===== src/rtl/link_init_negotiator.sv =====
// link_init_negotiator
//   Host-link bring-up FSM between the byte-level UART handshake ports and
//   the sample datapath. It hunts for MAGIC in the rx stream, replies with
//   ID_STR, receives a little-endian sample rate of RATE_BYTES bytes, matches
//   it against RATE_TABLE and replies "OK\n" or "ERROR\n".
//
// Ports
//   clk, rst        clock, synchronous active-high reset
//   restart         soft restart pulse (rate outputs and flags are kept)
//   rx_rq/rx_data   rx byte request (async 4-phase) and its data
//   rx_st           rx acknowledge
//   tx_rq/tx_data   tx byte request (4-phase) and its data
//   tx_st           tx acknowledge (async)
//   rate_sel        index of the matched RATE_TABLE entry
//   samp_rate       negotiated rate, zero-extended
//   best_eff        rate 0 negotiated in best-effort mode
//   init_ok         sticky success flag
//   init_err        sticky invalid-rate flag
//   timeout_p       one-cycle pulse when the rate bytes stop arriving
module link_init_negotiator #(
  parameter int                    MAGIC_LEN  = 3,
  parameter logic [63:0]           MAGIC      = 64'h55544E,
  parameter int                    ID_LEN     = 6,
  parameter logic [63:0]           ID_STR     = 64'h55544E76320A,
  parameter int                    RATE_BYTES = 2,
  parameter int                    N_RATES    = 8,
  parameter logic [32*N_RATES-1:0] RATE_TABLE = {32'd48000, 32'd44100, 32'd32000, 32'd24000,
                                                 32'd22050, 32'd16000, 32'd11025, 32'd8000},
  parameter bit                    BEST_EFF   = 1'b1,
  parameter logic [23:0]           TIMEOUT    = 24'd12_000_000,
  localparam int                   SELW       = $clog2(N_RATES)
) (
  input  logic            clk,
  input  logic            rst,
  input  logic            restart,
  input  logic            rx_rq,
  input  logic [7:0]      rx_data,
  output logic            rx_st,
  output logic            tx_rq,
  output logic [7:0]      tx_data,
  input  logic            tx_st,
  output logic [SELW-1:0] rate_sel,
  output logic [31:0]     samp_rate,
  output logic            best_eff,
  output logic            init_ok,
  output logic            init_err,
  output logic            timeout_p
);

  localparam logic [63:0] OK_STR  = 64'h4F4B0A;        // "OK\n"
  localparam logic [63:0] ERR_STR = 64'h4552524F520A;  // "ERROR\n"

  typedef enum logic [2:0] {HUNT, SEND_ID, RX_RATE, CHECK, SEND_OK, SEND_ERR} state_t;

  // Byte k of a string whose first byte sits in the top occupied byte.
  function automatic logic [7:0] str_byte(input logic [63:0] s, input int len,
                                          input logic [3:0] k);
    int         sh;
    logic [7:0] b;
    sh = 8 * (len - 1 - int'(k));
    b  = 8'h00;
    if (sh >= 0 && sh <= 56) b = s[sh +: 8];
    return b;
  endfunction

  state_t         state, state_n;
  logic [3:0]     idx, idx_n;          // magic position / tx byte / rate byte, per state
  logic [23:0]    to_cnt, to_cnt_n;
  logic [1:0]     rx_sync, tx_sync;
  logic           rx_rq_s, tx_st_s;
  logic           rx_st_n, tx_rq_n, timeout_p_n;
  logic [7:0]     rx_byte, rx_byte_n, tx_data_n;
  logic [31:0]    rate_tmp, rate_tmp_n, samp_rate_n;
  logic [SELW-1:0] rate_sel_n;
  logic           best_eff_n, init_ok_n, init_err_n;

  logic           rx_acc, tx_active, tx_go, tx_ack, tx_last;
  logic [3:0]     tx_len;
  logic [7:0]     tx_byte, magic_byte, magic_first;
  logic           hit;
  logic [SELW-1:0] hit_idx;

  assign rx_rq_s     = rx_sync[1];
  assign tx_st_s     = tx_sync[1];
  // A byte counts as received only once the sender has released rx_rq.
  assign rx_acc      = rx_st && !rx_rq_s;
  assign magic_byte  = str_byte(MAGIC, MAGIC_LEN, idx);
  assign magic_first = str_byte(MAGIC, MAGIC_LEN, 4'd0);
  assign tx_active   = (state == SEND_ID) || (state == SEND_OK) || (state == SEND_ERR);
  assign tx_go       = tx_active && !tx_rq && !tx_st_s;
  assign tx_ack      = tx_active && tx_rq && tx_st_s;
  assign tx_last     = (idx == tx_len - 4'd1);

  always_comb begin
    tx_len  = 4'd1;
    tx_byte = 8'h00;
    case (state)
      SEND_ID:  begin tx_len = 4'(ID_LEN); tx_byte = str_byte(ID_STR, ID_LEN, idx); end
      SEND_OK:  begin tx_len = 4'd3;       tx_byte = str_byte(OK_STR, 3, idx);      end
      SEND_ERR: begin tx_len = 4'd6;       tx_byte = str_byte(ERR_STR, 6, idx);     end
      default:  ;
    endcase
  end

  // Scan downwards so the lowest matching entry wins.
  always_comb begin
    hit     = 1'b0;
    hit_idx = '0;
    for (int i = N_RATES - 1; i >= 0; i--) begin
      if (RATE_TABLE[32*i +: 32] == rate_tmp) begin
        hit     = 1'b1;
        hit_idx = SELW'(i);
      end
    end
  end

  always_comb begin
    state_n     = state;
    idx_n       = idx;
    to_cnt_n    = to_cnt;
    rx_st_n     = rx_st;
    rx_byte_n   = rx_byte;
    tx_rq_n     = tx_rq;
    tx_data_n   = tx_data;
    rate_tmp_n  = rate_tmp;
    timeout_p_n = 1'b0;
    rate_sel_n  = rate_sel;
    samp_rate_n = samp_rate;
    best_eff_n  = best_eff;
    init_ok_n   = init_ok;
    init_err_n  = init_err;

    // rx handshake runs in every state; bytes outside HUNT/RX_RATE are dropped
    if (rx_rq_s && !rx_st) begin
      rx_st_n   = 1'b1;
      rx_byte_n = rx_data;
    end else if (!rx_rq_s && rx_st) begin
      rx_st_n = 1'b0;
    end

    if (tx_go) begin
      tx_data_n = tx_byte;
      tx_rq_n   = 1'b1;
    end
    if (tx_ack) begin
      tx_rq_n = 1'b0;
      idx_n   = tx_last ? 4'd0 : idx + 4'd1;
    end

    case (state)
      HUNT: if (rx_acc) begin
        if (rx_byte == magic_byte) begin
          if (idx == 4'(MAGIC_LEN - 1)) begin
            state_n    = SEND_ID;
            idx_n      = 4'd0;
            init_ok_n  = 1'b0;
            init_err_n = 1'b0;
          end else begin
            idx_n = idx + 4'd1;
          end
        end else begin
          // a mismatching byte may itself start a new magic
          idx_n = (rx_byte == magic_first) ? 4'd1 : 4'd0;
        end
      end
      SEND_ID: if (tx_ack && tx_last) begin
        state_n    = RX_RATE;
        to_cnt_n   = '0;
        rate_tmp_n = '0;
      end
      RX_RATE: begin
        if (rx_acc) begin
          rate_tmp_n[{idx[1:0], 3'b000} +: 8] = rx_byte;
          to_cnt_n = '0;
          if (idx == 4'(RATE_BYTES - 1)) begin
            state_n = CHECK;
            idx_n   = 4'd0;
          end else begin
            idx_n = idx + 4'd1;
          end
        end else if (TIMEOUT != 24'd0) begin
          if (to_cnt == TIMEOUT - 24'd1) begin
            timeout_p_n = 1'b1;
            state_n     = HUNT;
            idx_n       = 4'd0;
            to_cnt_n    = '0;
          end else begin
            to_cnt_n = to_cnt + 24'd1;
          end
        end
      end
      CHECK: begin
        idx_n = 4'd0;
        if (hit) begin
          rate_sel_n  = hit_idx;
          samp_rate_n = rate_tmp;
          best_eff_n  = 1'b0;
          state_n     = SEND_OK;
        end else if (BEST_EFF && rate_tmp == 32'd0) begin
          rate_sel_n  = '0;
          samp_rate_n = rate_tmp;
          best_eff_n  = 1'b1;
          state_n     = SEND_OK;
        end else begin
          state_n = SEND_ERR;
        end
      end
      SEND_OK: if (tx_ack && tx_last) begin
        init_ok_n = 1'b1;
        state_n   = HUNT;
      end
      SEND_ERR: if (tx_ack && tx_last) begin
        init_err_n = 1'b1;
        state_n    = HUNT;
      end
      default: state_n = HUNT;
    endcase
  end

  always_ff @(posedge clk) begin
    if (rst) begin
      state     <= HUNT;
      idx       <= '0;
      to_cnt    <= '0;
      rx_sync   <= '0;
      tx_sync   <= '0;
      rx_st     <= 1'b0;
      rx_byte   <= '0;
      tx_rq     <= 1'b0;
      tx_data   <= '0;
      rate_tmp  <= '0;
      timeout_p <= 1'b0;
      rate_sel  <= '0;
      samp_rate <= '0;
      best_eff  <= 1'b0;
      init_ok   <= 1'b0;
      init_err  <= 1'b0;
    end else if (restart) begin
      // negotiated results survive a soft restart
      state     <= HUNT;
      idx       <= '0;
      to_cnt    <= '0;
      rx_sync   <= '0;
      tx_sync   <= '0;
      rx_st     <= 1'b0;
      rx_byte   <= '0;
      tx_rq     <= 1'b0;
      tx_data   <= '0;
      rate_tmp  <= '0;
      timeout_p <= 1'b0;
    end else begin
      rx_sync   <= {rx_sync[0], rx_rq};
      tx_sync   <= {tx_sync[0], tx_st};
      state     <= state_n;
      idx       <= idx_n;
      to_cnt    <= to_cnt_n;
      rx_st     <= rx_st_n;
      rx_byte   <= rx_byte_n;
      tx_rq     <= tx_rq_n;
      tx_data   <= tx_data_n;
      rate_tmp  <= rate_tmp_n;
      timeout_p <= timeout_p_n;
      rate_sel  <= rate_sel_n;
      samp_rate <= samp_rate_n;
      best_eff  <= best_eff_n;
      init_ok   <= init_ok_n;
      init_err  <= init_err_n;
    end
  end

endmodule


===== config.mk =====
export PLATFORM = sky130hd
export DESIGN_NAME = link_init_negotiator
export DESIGN_NICKNAME = d
export VERILOG_FILES = /design/src/rtl/link_init_negotiator.sv
export SDC_FILE = /design/constraint.sdc
export NUM_CORES = 1
export LEC_CHECK = 0
export ABC_AREA = 1
export CORE_MARGIN = 2
export CORE_UTILIZATION = 45
export DETAILED_ROUTE_END_ITERATION = 12
export HOLD_SLACK_MARGIN = 0.1
export PLACE_DENSITY = 0.67
export SLEW_MARGIN = 5
export SYNTH_ARGS = -nofsm -noshare
export SYNTH_HDL_FRONTEND = slang
export SYNTH_SLANG_ARGS = --single-unit

===== constraint.sdc =====
create_clock -name clk -period 2.55 [get_ports clk]
set_input_delay 0.255 -clock clk [delete_from_list [all_inputs] [get_ports clk]]
set_output_delay 0.255 -clock clk [all_outputs]
set_load 0.1 [all_outputs]

After elaboration in Yosys (flattened, before gate mapping) --
Cells that the tools add are included.
Storage, ports and cells: bits in registers 124, output and inout port bits 49, memories kept 0, memory bits (writable) 0, ROM bits 0, latch bits 0, input bits 13
Cells by class: reduce and logical (&&, ||, !) cells 33, shift-type cells 6, eq/ne operators 29, divide/modulo/power cells 0, add/subtract/negate cells 6, $lt $le $gt $ge 4, bitwise gates (word level) 2, mux-type cells 66, multipliers 0
Operator list (count):
- $shiftx 64x8->8 const A | 4
- $mux 32 | 4
- $eq 15x32->1 const A | 3
- $mux 24 | 3
- $eq 14x32->1 const A | 2
- $eq 16x32->1 const A | 2
- $pmux 32 s2 | 1
- $mux 3 | 18
- $pmux 24 s2 | 1
- $bwmux 32 | 1
- $eq 13x32->1 const A | 1
- $logic_not 32->1 | 1
- $mux 4 | 8
- $mux 8 | 4
- $shift 8x7->32 const A | 1
- $shiftx 8x7->32 | 1
- $add 24x1->24 const B | 1
- $eq 24x24->1 const B | 1
- $pmux 8 s3 | 1
- $mux 1 | 20
- $ge 8x1->1 const B | 2
- $le 8x7->1 const B | 2
- $pmux 3 s5 | 1
- $pmux 4 s3 | 1
- 31 further kinds | 62

Logic depth before layout (Yosys ltp) --
Gate-level depths: netlist of the first run.
word-level depth 11, mapped depth 16, depth with buffers taken out 15

Worst setup path before layout of the first run --
OpenSTA, ideal clock, no wires.
path type register to register, start reg rx_st, end reg rate_tmp[14], buffers on the path 1, path slack 0.167 ns, clock period less this slack 2.383 ns, stages on the path, launching flop included 9, arrival 2.251 ns, required time 2.419 ns, path through dfxtp_1 > ha_1 > inv_1 > o21ai_2 > a21boi_4 > o21ai_2 > buf_4 > a21oi_1 > nor3b_1
Between the ends: cells in the longest elaborated chain, start to end 3
Ends and longest elaborated chain:
- from (decl) | RTL line 38 | output logic rx_st,
- from (signal assigned) | RTL line 257 | rx_st <= rx_st_n;
- $logic_and 1x1->1 | RTL line 86 | assign rx_acc = rx_st && !rx_rq_s;
- $ne 2x2->1 (no line)
- $reduce_and 3->1 (no line)
- to (signal assigned) | RTL line 261 | rate_tmp <= rate_tmp_n;
- to (decl) | RTL line 73 | logic [31:0] rate_tmp, rate_tmp_n, samp_rate_n;
No other way between the ends. A chain may end at the register's enable or synchronous reset.

Final worst setup path of the first run --
start reg idx[1], end reg idx[2]
Between the ends: cells in the longest elaborated chain, start to end 8, elaborated cells on any way between the ends 20, classes of those cells 2 x add/sub; 2 x order compare; 4 x eq/ne; 1 x shift; 10 x mux; 1 x reduce/logical
Ends and longest elaborated chain:
- from (decl) | RTL line 67 | logic [3:0] idx, idx_n;
- from (signal assigned) | RTL line 255 | idx <= idx_n;
- branches (longest 7 deep; another with $sub 2x4->5)
- $pmux 4 s3 (*) | RTL line 150 | case (state)
Mark *: on every way between the ends.

==> results of run 1 <==
cell usage in the layout (no fill, tap or decap), drive strengths merged:
master	netlist	final
nand2	246	246
nor2	163	163
inv	151	151
dfxtp	123	123
a21oi	90	90
nand3	68	68
buf	17	65
o21ai	56	56
nand4	26	26
clkbuf	17	21
nor3	20	20
ha	12	12
clkdlybuf4s50	0	12
nand3b	9	9
nor3b	8	8
nor4	7	7
a31oi	5	5
xor2	5	5
clkinvlp	0	5
clkinv	1	5
o211ai	4	4
a221oi	3	3
o21bai	2	2
and2	2	2
bufinv	0	2
a41oi	1	1
o221ai	1	1
a21boi	1	1
o31ai	1	1
xnor2	1	1
o221a	1	1
conb	1	1
Yosys cell counts, types with 4 or more instances:
cell | count | area [um2]
o21ai_0 | 42 | 210.2
a21oi_1 | 89 | 445.4
ha_1 | 12 | 150.1
dfxtp_1 | 123 | 2462
o21ai_2 | 6 | 52.55
buf_6 | 5 | 56.30
o21ai_1 | 8 | 40.04
xor2_1 | 5 | 43.79
nor3b_1 | 6 | 45.04
nor4_1 | 6 | 37.54
nor3_1 | 17 | 85.08
nand3_2 | 5 | 50.05
inv_1 | 123 | 461.7
nand2_2 | 4 | 25.02
nand4_1 | 26 | 162.7
a31oi_1 | 5 | 31.28
nand3b_1 | 9 | 67.56
buf_2 | 9 | 45.04
nor2_2 | 6 | 37.54
nand2_1 | 242 | 908.4
clkbuf_1 | 17 | 63.81
nor2_4 | 4 | 45.04
nor2_1 | 153 | 574.3
inv_2 | 28 | 105.1
nand3_1 | 62 | 310.3
o211ai_1 | 4 | 30.03
sequential cells by signal, summed over array words and instances (netlist names), 2 cells and up:
register and count:
rate_tmp 32, samp_rate 32, to_cnt 24, rx_byte 8, tx_data 7, idx 4, rate_sel 3, state 3
rx_sync 2, tx_sync 2
metal layers:
layer,GRT usage,share of wire
met1,0.3076,0.47
met2,0.3820,0.47
met3,0.04724,0.038
met4,0.09632,0.024
met5,0,0
worst max-delay path: stages, from the launching register on:
cell and delay (ns):
dfxtp_1 0.33, inv_1 0.07, ha_1 0.43, inv_2 0.10, nor2_1 0.19, nand3_1 0.13, nand2_1 0.08, nand2_1 0.06
nor2_2 0.16, nand3_2 0.16, o21ai_1 0.25, nand2_1 0.09, a21oi_1 0.12
worst max-delay path by stage:
| stage | from | end | slack, ns | cells past startpoint |
|---|---|---|---|---|
| global route | idx[2] | idx[3] | 0.03 | 13 |
| floorplan | rx_st | rate_tmp[14] | 0.17 | 8 |
| detailed placement | idx[1] | idx[3] | 0.34 | 12 |
| finish | idx[1] | idx[2] | 0.31 | 12 |
| CTS | idx[1] | idx[3] | 0.33 | 12 |
| global placement | idx[0] | idx[3] | 0.47 | 11 |
kinds of logic (layout without fill, tap and decap cells):
kind of cell | after synthesis | in the layout | synth area share
AOI/OAI and AO/OA | 165 | 165 | 0.1346
xor gates and xnor gates | 6 | 6 | 0.007735
adders and majority gates | 12 | 12 | 0.02210
buffers and inverters | 186 | 261 | 0.1116
DFF | 123 | 123 | 0.3624
other | 1 | 1 | 0.0005520
and+or+nand+nor | 549 | 549 | 0.3610
layout make-up:
cell class                 count  area [um2]  area share
multi-input combinational    733        3576      0.4431
clock buffer                  21       480.5     0.05953
timing repair buffer          77       633.1     0.07845
sequential                   123        2462      0.3051
clock inverter                11       117.6     0.01457
tap                          184       230.2     0.02853
inverter                     152       570.5     0.07070
metrics by stage:
step           power (mW)  area (um2)  setup WS (ns)  std cells  hold slack [ns]
6_report            4.450        8070         0.3092       1301           0.3526
5_1_grt             4.587        8070        0.02774       1301           0.3656
4_1_cts             4.490        8070         0.3292       1301           0.3389
3_5_place_dp        2.068        7472         0.3432       1269           0.4013
3_3_place_gp        2.067        7472         0.4673       1269           0.4018
2_1_floorplan       2.022        6794         0.1673       1042           0.3241
power groups by stage:
| stage | combinational, mW | sequential [mW] | clock [mW] |
|---|---|---|---|
| finish | 0.0994 | 1.93 | 2.42 |
| detailed placement | 0.0985 | 1.97 | 0 |
| global route | 0.109 | 1.93 | 2.55 |
| floorplan | 0.0524 | 1.97 | 0 |
| CTS | 0.0992 | 1.93 | 2.46 |
| global placement | 0.0981 | 1.97 | 0 |
==> flow_summary.json, run 1 <==
{
  "status": "finished clean",
  "yosys_register_bits": 123,
  "cts-resized-gates": 0,
  "combPwrFrac": 0.022,
  "cts_made_buffers": 17,
  "ios": 62,
  "clk_latency_ns": 0.43,
  "synthFlopType": "dfxtp_1",
  "cp.required_ns": 2.91,
  "firstDrtPassIters": 5,
  "gr-total-overflow": 0,
  "grt_pass1_vias": 6313,
  "rrSetupSlack_ns": 0.31,
  "ys_warn_count": 0,
  "ff2ff_path_depth": 12,
  "clkPwrFrac": 0.544,
  "nNetsFinal": 1129,
  "initial_core_util": 0.4639,
  "async_reset_ff_frac": 0,
  "cts_max_path_buffers": 2,
  "cts_tree": "yes",
  "clkTransAtPathRegs_ns": 0.06,
  "r2r-end": "idx[2]",
  "finalMaxSlewViolations": 0,
  "fin_util": 0.5511,
  "setup_viol": 0,
  "syn_to_final_growth_pct": 18.78,
  "hold_depth": 3,
  "drc_errors": 0,
  "min_from": "rx_rq",
  "worst-setup-path-type": "reg2reg",
  "die_height_um": 126.9,
  "drt_wl_total_mm": 18.02,
  "ant_nets": 0,
  "p_switching_uw": 959.0,
  "crit_path_max_fanout": 7,
  "drv_cap": 0,
  "rsz0062_at_grt": "no",
  "fmax_mhz": 446.3,
  "post_drt_wl_per_cell_um": 13.85,
  "cts-root-buf": "clkbuf_16",
  "num_rows": 44,
  "grt_usage": 0.2356,
  "htree_levels": 4,
  "n_antenna_cell": 0,
  "place.gp.congestion": 0.9138,
  "hold_viol": 0,
  "die_w_um": 126.9,
  "dp_hpwl_mm": 13.16,
  "worst_clock_skew_ns": 0.01053,
  "cp-start-kind": "register",
  "cp-end-kind": "register",
  "final_layout_size_suffix_gt1_frac": 0.1441,
  "period_share": 0.8787,
  "fillerInstances": 1473,
  "tightest_slew_ns": 0.6367,
  "antenna_found_initial": 0,
  "synthDistinctLibCells": 44,
  "finalSetupTns_ns": 0,
  "cts.sinks": 123,
  "sw_frac_of_total": 0.2155,
  "power-per-cell-area_nw_per_um2": 551.4,
  "hp-class": "in2reg",
  "cts_hold_buf": 0,
  "io_buffers": 60,
  "synth_area_um2": 6794,
  "yosysSeqAreaShare": 0.3624,
  "synthesis.instances": 1042,
  "die_area_um2": 16100,
  "seq_power_share": 0.433,
  "grt_pass1_wl_mm": 30.49,
  "synth_edf_count": 0,
  "p_leak_nw": 3.573,
  "max_slew_margin": 0.5732,
  "intPower_mw": 3.491,
  "worst-endpoint-arrival_ns": 2.60,
  "core_area_um2": 14640,
  "whs_endpoint": "rx_sync[0]",
  "first_iter_violations": 562,
  "syn_area_per_cell_um2": 6.520,
  "via_count": 6702,
  "cts_setup_buffers": 0,
  "synth_nets": 1067,
  "vias_per_cell": 5.151,
  "grt_max_degree": 47,
  "r2r_start": "idx[1]",
  "peakVddDrop_mv": 0.4786,
  "period_minus_slack_ns": 2.241
}
Power figures use the tool's default switching activity.
==> run 2: changes to the inputs <==
Settings changed: CORE_MARGIN 2 to 4.
==> run 2 against run 1 <==
Compared with the run above: power down 0.77%; worst setup slack worse by 0.015 ns; first-iteration DRC count down 5.9%; die area up 6.4%; highest routed layer unchanged; largest power group unchanged; final cell count about the same; combinational power down 0.8%; sequential power about the same; flip-flop and latch count unchanged; largest cell class unchanged; sequential share of layout area up 0.081 points.
==> flow_summary.json, run 2 (same netlist as run 1, synthesis figures left out) <==
{
  "cp-end-kind": "register",
  "cts_max_path_buffers": 2,
  "path_buf_inv": 1,
  "drt_wl_total_mm": 17.80,
  "grt_usage": 0.2170,
  "clkTransAtPathRegs_ns": 0.05,
  "htree_levels": 4,
  "firstDrtPassIters": 6,
  "finalSetupTns_ns": 0,
  "reg_top3": "rate_tmp x32, samp_rate x32, to_cnt x24",
  "tightest_slew_ns": 0.6367,
  "worstPathCellList": "buf_4 -> ha_1 -> nor2_2 -> nand3_1 -> nand2_1 -> nand2_1 -> nor2_2 -> nand3_2 -> o21ai_1 -> nand2_1 -> a21oi_1",
  "cts.sinks": 123,
  "core_area_um2": 14640,
  "power-per-cell-area_nw_per_um2": 548.6,
  "final_common_cell": "nand2_1",
  "period_share": 0.8848,
  "peakVddDrop_mv": 0.5554,
  "grt_max_degree": 28,
  "gr-total-overflow": 0,
  "worst-setup-path-type": "reg2reg",
  "first_iter_violations": 529,
  "pre_cts_slack_ns": 0.3593,
  "worst_clock_skew_ns": 0.01635,
  "die_w_um": 130.9,
  "hp-class": "in2reg",
  "nNetsFinal": 1129,
  "vias_per_cell": 5.130,
  "cts-resized-gates": 0,
  "status": "finished clean",
  "die_area_um2": 17130,
  "rsz0062_at_grt": "no",
  "cp.required_ns": 2.90,
  "p_leak_nw": 3.579,
  "period_minus_slack_ns": 2.256,
  "mostFrequentLayoutCells": "242 x nand2_1, 152 x nor2_1, 123 x inv_1, 123 x dfxtp_1, 89 x a21oi_1",
  "cts_setup_buffers": 0,
  "setup_viol": 0,
  "fillerInstances": 1491,
  "io_buffers": 60,
  "worst-endpoint-arrival_ns": 2.60,
  "via_count": 6669,
  "crit_path_max_fanout": 14,
  "cp_common_cell": "nand2_1",
  "critPathTopFamily": "simple AND/OR/NAND/NOR gates",
  "hold_viol": 0,
  "ios": 62,
  "grt_pass1_vias": 6099,
  "post_drt_wl_per_cell_um": 13.69,
  "place.gp.congestion": 0.9123,
  "ant_nets": 0,
  "die_height_um": 130.9,
  "syn_to_final_growth_pct": 18.47,
  "dp_hpwl_mm": 13.22,
  "drv_cap": 0,
  "grt_pass1_wl_mm": 29.56,
  "cpPeakStageDelay_ns": 0.32,
  "cts_tree": "yes",
  "fmax_mhz": 443.2,
  "finalPower_mw": 4.416,
  "cts_made_buffers": 17,
  "num_rows": 44,
  "final_layout_size_suffix_gt1_frac": 0.1416,
  "clk_latency_ns": 0.43,
  "cp_slowest_cell": "ha_1",
  "initial_core_util": 0.4639,
  "antenna_found_initial": 0,
  "cp-start-kind": "register",
  "cts-root-buf": "clkbuf_16",
  "drc_errors": 0,
  "cts_hold_buf": 0,
  "max_slew_margin": 0.5755,
  "finalMaxSlewViolations": 0,
  "fin_ws_ns": 0.2938,
  "n_antenna_cell": 0
}
==> run 2: tightest hold or removal path, cell delays in order <==
cell and delay [ns]:
clkdlybuf4s50_1 0.40, inv_1 0.05, nor2_1 0.03
==> run 2: final cells by class <==
cell class | instances | area (um2) | share of cell area
Inverter | 152 | 570.5 | 0.07088
Clock buffer | 24 | 501.7 | 0.06233
Multi-Input combinational cell | 733 | 3576 | 0.4443
Sequential cell | 123 | 2462 | 0.3059
Clock inverter | 7 | 87.58 | 0.01088
Tap cell | 184 | 230.2 | 0.02860
Timing Repair Buffer | 77 | 620.6 | 0.07710
==> run 2: final timing paths <==
path / startpoint / to / slack, ns / cells after the start
worst min register to register: rx_sync[0] / rx_sync[1] / 0.41 / 2
worst min-delay path: rx_rq / rx_sync[0] / 0.36 / 3
worst max-delay path: idx[0] / idx[3] / 0.29 / 11
worst max register to register: idx[0] / idx[3] / 0.29 / 11
==> run 2: metal layers <==
metal,track usage,vias to the layer above,wire length (um)
met5,0,-,0
li1,-,3469,-
met2,0.3524,158,8499
met1,0.2894,3014,8151
met3,0.04634,28,822
met4,0.06836,0,322
==> run 2: where the power goes <==
part	switching, mW	internal (mW)	leakage, nW
clock network	0.835	1.55	0.292
logic	0.0635	0.0351	2.30
registers	0.00206	1.93	0.991
total	0.900	3.52	3.58
==> run 2: stage by stage <==
step             util  area, um2  instances  hold WS (ns)
3_5_place_dp   0.5094       7460       1269        0.4050
2_1_floorplan       -       6794       1042        0.3241
4_1_cts        0.5496       8049       1300        0.3526
5_1_grt        0.5496       8049       1300        0.3762
3_3_place_gp   0.5094       7460       1269        0.4065
6_report       0.5496       8049       1300        0.3550
==> run 3: changes to the inputs <==
Settings changed: CAP_MARGIN set to 20.
Clock period 2.55 ns to 2.4 ns, I/O delays scaled along.
==> run 3 against run 2 <==
Compared with the run above: routed wire length rose by 0.65%; sequential power rose by 6%; first-iteration DRC count fell by 13%; flip-flop and latch count did not move; register-to-register slack got worse by 0.08 ns; hold slack got worse by 0.013 ns; largest power group unchanged; highest routed layer unchanged.
==> flow_summary.json, run 3 (same netlist as run 1, synthesis figures left out) <==
{
  "tightest_slew_ns": 0.6896,
  "power-per-cell-area_nw_per_um2": 598.1,
  "post_drt_wl_per_cell_um": 13.77,
  "grt_max_degree": 47,
  "clk_latency_ns": 0.42,
  "die_height_um": 130.9,
  "nNetsFinal": 1130,
  "met2_usage": 0.3446,
  "syn_to_final_growth_pct": 19.39,
  "setup_viol": 0,
  "fmax_mhz": 458.1,
  "cp.required_ns": 2.75,
  "io_buffers": 60,
  "cts-root-buf": "clkbuf_16",
  "die_w_um": 130.9,
  "final_common_cell": "nand2_1",
  "r2r_start": "idx[0]",
  "core_area_um2": 14640,
  "finalSetupTns_ns": 0,
  "hold_viol": 0,
  "max_slew_margin": 0.5402,
  "drv_cap": 0,
  "num_rows": 44,
  "crit_path_max_fanout": 7,
  "busiest_layer": "met2",
  "place_area_um2": 7492,
  "period_share": 0.9095,
  "grt_pass1_wl_mm": 29.64,
  "drt_wl_total_mm": 17.91,
  "status": "finished clean",
  "cts_setup_buffers": 0,
  "gr-total-overflow": 0,
  "period_minus_slack_ns": 2.183,
  "grtUsageMet3": 0.04472,
  "final_layout_size_suffix_gt1_frac": 0.1423,
  "vias_per_cell": 5.111,
  "grt_usage": 0.2177,
  "finalPower_mw": 4.851,
  "cts-resized-gates": 0,
  "worst_clock_skew_ns": 0.009495,
  "htree_levels": 4,
  "first_iter_violations": 458,
  "initial_core_util": 0.4639,
  "cts_hold_buf": 0,
  "worst-setup-path-type": "reg2reg",
  "place.gp.congestion": 0.9275,
  "clkTransAtPathRegs_ns": 0.05,
  "via_count": 6650,
  "reg_top3": "rate_tmp x32, samp_rate x32, to_cnt x24",
  "worst-endpoint-arrival_ns": 2.53,
  "fillerInstances": 1470,
  "n_antenna_cell": 0,
  "cp-start-kind": "register",
  "antenna_found_initial": 0,
  "p_leak_nw": 3.611,
  "rsz0062_at_grt": "no",
  "cp-end-kind": "register",
  "min_from": "tx_st",
  "peakVddDrop_mv": 0.4832,
  "drc_errors": 0,
  "dp_hpwl_mm": 12.99,
  "finalMaxSlewViolations": 0,
  "met1_usage": 0.2961,
  "hp-class": "in2reg",
  "critPathLaunch": "idx[0]",
  "cts_tree": "yes",
  "die_area_um2": 17130,
  "ant_nets": 0,
  "mostFrequentLayoutCells": "242 x nand2_1, 152 x nor2_1, 123 x inv_1",
  "grt_pass1_vias": 6108,
  "cts.sinks": 123,
  "ios": 62,
  "finalInstanceArea_um2": 8112,
  "cts_max_path_buffers": 2,
  "cts_made_buffers": 17,
  "firstDrtPassIters": 5
}
[run 3: path summary, 6_finish.rpt]
check,end,depth (start not counted),slack (ns)
setup / recovery,idx[3],11,0.22
hold / removal,tx_sync[0],3,0.34
setup reg to reg,idx[3],11,0.22
hold reg to reg,rx_sync[1],2,0.41
[run 3: per-layer routing]
layer	routed length, um	vias up
li1	-	3472
met1	8357	2990
met2	8436	162
met3	771	26
met4	345	0
met5	0	-
[run 3: power breakdown]
part	leakage, nW	switching, mW	internal (mW)
combinational	2.31	0.0672	0.0375
sequential	0.991	0.00219	2.05
clock	0.307	0.892	1.81
total	3.61	0.961	3.89
[run 3: layout make-up]
class / instances / area, um2 / area share
Clock buffer: 23 / 478.0 / 0.05892
Clock inverter: 8 / 140.1 / 0.01728
Inverter: 152 / 570.5 / 0.07034
Multi-Input combinational cell: 733 / 3576 / 0.4408
Sequential cell: 123 / 2464 / 0.3037
Tap cell: 184 / 230.2 / 0.02838
Timing Repair Buffer: 78 / 653.1 / 0.08052
[run 3: critical path, cell delays in order, from the launching register on]
cell and delay (ns):
dfxtp_1 0.33, buf_4 0.17, ha_1 0.30, nor2_2 0.28, nand3_1 0.17, nand2_1 0.09
nand2_1 0.06, nor2_2 0.14, nand3_2 0.14, o21ai_1 0.24, nand2_1 0.08, a21oi_1 0.13
[run 3: metrics by stage]
step / hold WS [ns] / setup WS [ns] / std cells / utilization
after global placement: 0.4047 / 0.3202 / 1270 / 0.5116
after floorplan: 0.3091 / 0.01729 / 1042 / -
after global routing: 0.3696 / 0.01880 / 1301 / 0.5539
after detailed placement: 0.4048 / 0.2712 / 1270 / 0.5116
after CTS: 0.3278 / 0.2419 / 1301 / 0.5538
final: 0.3422 / 0.2171 / 1301 / 0.5539
